--- config.mk ---
export PLATFORM = sky130hd
export DESIGN_NAME = box_filter_sched
export DESIGN_NICKNAME = d
export VERILOG_FILES = /design/src/rtl/box_filter_sched.sv
export SDC_FILE = /design/constraint.sdc
export NUM_CORES = 1
export LEC_CHECK = 0
export CORE_UTILIZATION = 48
export DETAILED_ROUTE_END_ITERATION = 8
export PLACE_DENSITY_LB_ADDON = 0.15
export SETUP_SLACK_MARGIN = 0.2
export SYNTH_ARGS = -nofsm -noshare
export SYNTH_HDL_FRONTEND = slang
export SYNTH_SLANG_ARGS = --single-unit
--- constraint.sdc ---
create_clock -name clk -period 6.6 [get_ports clk]
set_input_delay 0.66 -clock clk [delete_from_list [all_inputs] [get_ports clk]]
set_output_delay 0.66 -clock clk [all_outputs]
set_load 0.02 [all_outputs]
--- src/rtl/box_filter_sched.sv ---
// box_filter_sched: round-robin scheduler sharing one box-filter running-sum/divide datapath across NUM_CH streams
//
// Ports:
//   clk        clock, all logic on rising edge
//   rst        synchronous reset, active-high
//   in_valid   per-channel sample valid
//   in_data    per-channel 32-bit unsigned samples, channel i at [32*i +: 32]
//   in_ready   one-hot grant; sample taken when in_valid[i] & in_ready[i]
//   ch_clear   zero channel i window/sum/ptr/fill on next edge (wins over a sample)
//   out_valid  result valid
//   out_ready  downstream accepts result
//   out_data   window sum / FILTER_SIZE (truncating)
//   out_ch     channel that produced out_data
//   out_warm   window of out_ch has held >= FILTER_SIZE samples
module box_filter_sched #(
   parameter int NUM_CH      = 3,
   parameter int FILTER_SIZE = 4,
   localparam int CW = (NUM_CH > 1) ? $clog2(NUM_CH) : 1,
   localparam int PW = (FILTER_SIZE > 1) ? $clog2(FILTER_SIZE) : 1,
   localparam int FW = $clog2(FILTER_SIZE + 1),
   localparam int SW = 32 + $clog2(FILTER_SIZE) + 1
) (
   input  logic                 clk,
   input  logic                 rst,
   input  logic [NUM_CH-1:0]    in_valid,
   input  logic [NUM_CH*32-1:0] in_data,
   output logic [NUM_CH-1:0]    in_ready,
   input  logic [NUM_CH-1:0]    ch_clear,
   output logic                 out_valid,
   input  logic                 out_ready,
   output logic [31:0]          out_data,
   output logic [CW-1:0]        out_ch,
   output logic                 out_warm
);
   logic [31:0]   win [NUM_CH][FILTER_SIZE];
   logic [PW-1:0] ptr [NUM_CH];
   logic [FW-1:0] fill [NUM_CH];
   logic [SW-1:0] sum [NUM_CH];
   logic [31:0]   din [NUM_CH];
   logic [CW-1:0] rr;
   logic [CW-1:0] gnt_ch;
   logic          gnt_any;
   logic          can_issue;
   logic [NUM_CH-1:0] eligible;
   logic [31:0]   x;
   logic [31:0]   old;
   logic [SW-1:0] new_sum;
   logic [FW-1:0] new_fill;
   logic [PW-1:0] new_ptr;

   assign eligible  = in_valid & ~ch_clear;
   assign can_issue = ~out_valid | out_ready;
   assign in_ready  = gnt_any ? (NUM_CH'(1) << gnt_ch) : '0;

   always_comb begin
      for (int i = 0; i < NUM_CH; i++) din[i] = in_data[32*i +: 32];
   end

   // search starts one past the last winner so every requester is served in turn
   always_comb begin
      gnt_any = 1'b0;
      gnt_ch  = '0;
      for (int k = 1; k <= NUM_CH; k++) begin
         if (!gnt_any && can_issue && eligible[(int'(rr) + k) % NUM_CH]) begin
            gnt_any = 1'b1;
            gnt_ch  = CW'((int'(rr) + k) % NUM_CH);
         end
      end
   end

   // the sample leaving the window is the one about to be overwritten at ptr
   always_comb begin
      x        = din[gnt_ch];
      old      = win[gnt_ch][ptr[gnt_ch]];
      new_sum  = sum[gnt_ch] - SW'(old) + SW'(x);
      new_fill = (fill[gnt_ch] == FW'(FILTER_SIZE)) ? fill[gnt_ch] : fill[gnt_ch] + FW'(1);
      new_ptr  = (ptr[gnt_ch] == PW'(FILTER_SIZE - 1)) ? '0 : ptr[gnt_ch] + PW'(1);
   end

   always_ff @(posedge clk) begin
      for (int i = 0; i < NUM_CH; i++) begin
         if (rst || ch_clear[i]) begin
            for (int j = 0; j < FILTER_SIZE; j++) win[i][j] <= '0;
            ptr[i]  <= '0;
            fill[i] <= '0;
            sum[i]  <= '0;
         end else if (gnt_any && gnt_ch == CW'(i)) begin
            win[i][ptr[i]] <= x;
            ptr[i]  <= new_ptr;
            fill[i] <= new_fill;
            sum[i]  <= new_sum;
         end
      end
   end

   always_ff @(posedge clk) begin
      if (rst) begin
         rr        <= CW'(NUM_CH - 1);
         out_valid <= 1'b0;
         out_data  <= '0;
         out_ch    <= '0;
         out_warm  <= 1'b0;
      end else if (gnt_any) begin
         rr        <= gnt_ch;
         out_valid <= 1'b1;
         out_data  <= 32'(new_sum / SW'(FILTER_SIZE));
         out_ch    <= gnt_ch;
         out_warm  <= new_fill == FW'(FILTER_SIZE);
      end else if (out_ready) begin
         out_valid <= 1'b0;
      end
   end
endmodule

==> out/metrics.csv <==
metric,value,unit
Seq cells post-synth,538,
status,completed,
P&R area growth vs syn,18.0,%
"Distinct cells, synth",83,
post-synth top area cell,edfxtp_1,
GRT Residual Overflow,0,
f_max,162,MHz
number of synthesized flops with an enable pin,501,
initial antenna violation count,0,
sequential fraction of the synthesis area,59.9,%
Setup Skew,0.0139,ns
worst setup path category,flip-flop to flip-flop,
antenna cell count,0,
# DRC,0,
Cells after Synth,2320,
Max Slew Vio Count,0,
Crit path arrival time,6.50,ns
synth warn,0,
PortBufs,143,
final setup fails,0,
Vias,19600,
Synth top area share,57.1,%
Inst Count DP,3132,
clk buf depth,3,
Tmin final,6.16,ns
GR Util met3,6.75,%
layout cells sized above 1,13.0,%
relative slew slack,19.0,%
largest net degree at the start of global routing,73,
met1 Usage GRT,38.5,%
"setup slack, reg-to-reg",0.44,ns
Worst Hold Launch,out_data[27]$_SDFFE_PP0P_,
H-tree levels,2,
Vias/cell,6.05,
Final Hold Vio Count,0,
initial core utilization,48.8,%
RSZ-0062 raised after global routing,false,
hold depth,2,
I/O pins,144,
Syn Nets,2495,
leakage power,12.5,nW
Final Non-Filler Cells,3241,
endpoint of the worst-slack reg-to-reg timing path,sum[1][29]$_SDFFCE_PN0P_,
Cell Pwr Density,439,nW/µm²
Die Wd,236,µm
Slew @ Worst Pin,1.21,ns
Max Cap Violations,0,
CP required,6.95,ns
Total Routing Usage GR,28.4,%
Synth Cell Area,26300,µm²
area of the die,55800,µm²
Root Buffer,clkbuf_16,
Setup crit start kind,flip-flop,
Hold Crit Class,flip-flop to flip-flop,
clk slew on worst S/H paths,0.06,ns
num rows,85,
first-pass GRT wire length,118,mm
Final #Nets,2675,
GR peak layer,met2,
RePlAce Congestion,0.885,
Die Height,236,µm
"critical path fanouts, max",19,
worst skew pair latency,0.62,ns
Post-DRT Antenna Nets,0,
Setup crit end kind,flip-flop,
drt wl/cell,24.6,µm
Reg-to-Reg Start,out_ch[0]$_SDFFE_PP0P_,
TritonCTS clock tree,yes,
DPL Wire Length,48.7,mm
Reg2Reg Depth,26,
Detailed Route WL,79.7,mm
Synth area leaders,"edfxtp_1 57%, nor2_1 8.1%, a22o_1 4.8%",
WHS Endpoint,out_data[27]$_SDFFE_PP0P_,
DR iter-0 viols,2201,
Main synth FF type,edfxtp_1,
asr flop ratio synth,0,%
met2 global-route usage,44.8,%
Final period util,93.3,%
TritonCTS Buffers,56,
CTS sink count,538,
vias in the first global route,19200,
total core area,54000,µm²
Pwr Total,13.7,mW
"Avg Cell Area, Syn",11.4,µm²
worst hold margin,0.453,ns
drt first pass iters,5,
Max rail drop VDD,0.351,mV
[layout make-up]
type,instances,area [µm²]
multi-input cells,1522,9550
clock buffers,71,1490
repair buffers,312,2850
clock inverters,32,255
well taps,696,871
fillers,4545,23000
inverters,70,273
flip-flops and latches,538,15800
[synth_stat cells (31+ instances only)]
library cell,number
mux2i_1,78
clkbuf_1,86
dfxtp_1,37
buf_2,83
nor2_1,569
o21ai_0,31
a22o_1,144
nand2_1,89
edfxtp_1,501
ha_1,38
inv_1,68
a21oi_1,192
fa_1,32
[flip-flops by register name, indices dropped and copies added (netlist names)]
signal	cells
out_warm	1
out_valid	1
out_ch	2
rr	1
sum	102
ptr	6
out_data	32
fill	9
win	384
[per-layer routing]
layer,vias up,routed length (µm)
met5,-,0
li1,8724,-
met4,0,2770
met3,173,8230
met2,983,36700
met1,9736,32000
[power breakdown]
part           switching [mW]  internal [mW]
clock network            1.33           1.74
logic                    3.86           2.55
registers               0.108           4.07
[timing repair]
action                     4_1_cts  5_1_grt
gates cloned                     0        1
resized for setup                2       12
pin swaps                        1        5
setup endpoints to repair       10       59
buffers inserted                 0        5
hold buffers                     0        0
[logic make-up (layout without fill, tap and decap cells)]
kind of cell / Yosys count / count (layout) / share of synthesized area [%]
AND/OR/NAND/NOR: 789 / 789 / 12.6
AO/OA/AOI/OAI: 538 / 538 / 14.2
multiplexers: 98 / 98 / 3.82
adder cells (fa/ha/maj): 71 / 71 / 4.28
XOR/XNOR: 26 / 26 / 0.865
buffers and inverters: 260 / 485 / 4.34
flip-flops: 538 / 538 / 59.9
[critical path, cell delays in order (launching register included)]
cell and delay (ns):
dfxtp_1 0.40, inv_1 0.10, ha_4 0.29, nor4b_2 0.28
a31oi_1 0.10, a221o_1 0.38, nand2_4 0.16, inv_6 0.07
nor2_4 0.25, a21oi_4 0.10, buf_12 0.15, buf_12 0.17
buf_6 0.19, mux2i_1 0.13, mux2_2 0.33, fa_1 0.52
inv_1 0.04, ha_1 0.40, nand2_1 0.13, or4_1 0.65
nor2_1 0.14, o21ai_1 0.16, buf_4 0.19, a21oi_1 0.21
o21ai_0 0.14, nand2_1 0.12, nor2_1 0.05
[worst max path at each step]
stage / slack (ns) / end / from / cells past startpoint
final: 0.44 / sum[1][29]$_SDFFCE_PN0P_ / out_ch[0]$_SDFFE_PP0P_ / 26
after global routing: 0.21 / out_data[20]$_SDFFE_PP0P_ / out_ch[0]$_SDFFE_PP0P_ / 28
after CTS: 0.20 / out_data[20]$_SDFFE_PP0P_ / out_ch[0]$_SDFFE_PP0P_ / 27
after detailed placement: -0.22 / sum[0][33]$_SDFFCE_PN0P_ / in_valid[2] / 21
after global placement: -0.19 / sum[1][33]$_SDFFCE_PN0P_ / in_valid[2] / 20
after floorplan: 1.09 / sum[1][32]$_SDFFCE_PN0P_ / out_ch[0]$_SDFFE_PP0P_ / 23
[cell usage in the layout, fill, tap and decap left out, types with 7 or more instances in the layout]
cell type,synthesis,layout
a22oi_1,15,15
inv_1,68,68
mux2i_1,78,77
nor3_1,21,21
clkbuf_16,0,58
nand3b_1,9,9
mux2_2,20,20
nand2b_1,7,7
and3_1,15,15
nor2_1,569,569
a22o_1,144,144
a21oi_1,192,191
xor2_1,14,14
buf_4,5,156
o21ai_2,8,8
nand3_1,20,14
o21a_1,13,13
o21ai_1,14,21
a21o_1,21,21
fa_1,32,32
clkbuf_1,86,13
a31oi_1,8,8
o22ai_1,15,15
nand2_2,1,15
ha_1,38,36
o22a_1,25,25
edfxtp_1,501,501
xnor2_1,12,12
dfxtp_1,37,37
clkinv_1,0,13
nand4_1,7,7
o21ai_0,31,23
nand2_1,89,74
buf_12,0,10
clkinv_2,0,12
clkdlybuf4s50_1,0,142
or3_1,8,8
[through the flow]
step	cell area, µm²	setup WS (ns)	utilization [%]	TNS (ns)
6_report	31100	0.443	57.5	0
2_1_floorplan	26300	1.09	-	0
3_3_place_gp	29200	-0.187	54.0	-1.03
5_1_grt	31100	0.208	57.5	0
3_5_place_dp	29200	-0.224	54.0	-1.87
4_1_cts	30900	0.203	57.3	0
Note: power is estimated with default switching activity, not from simulation.
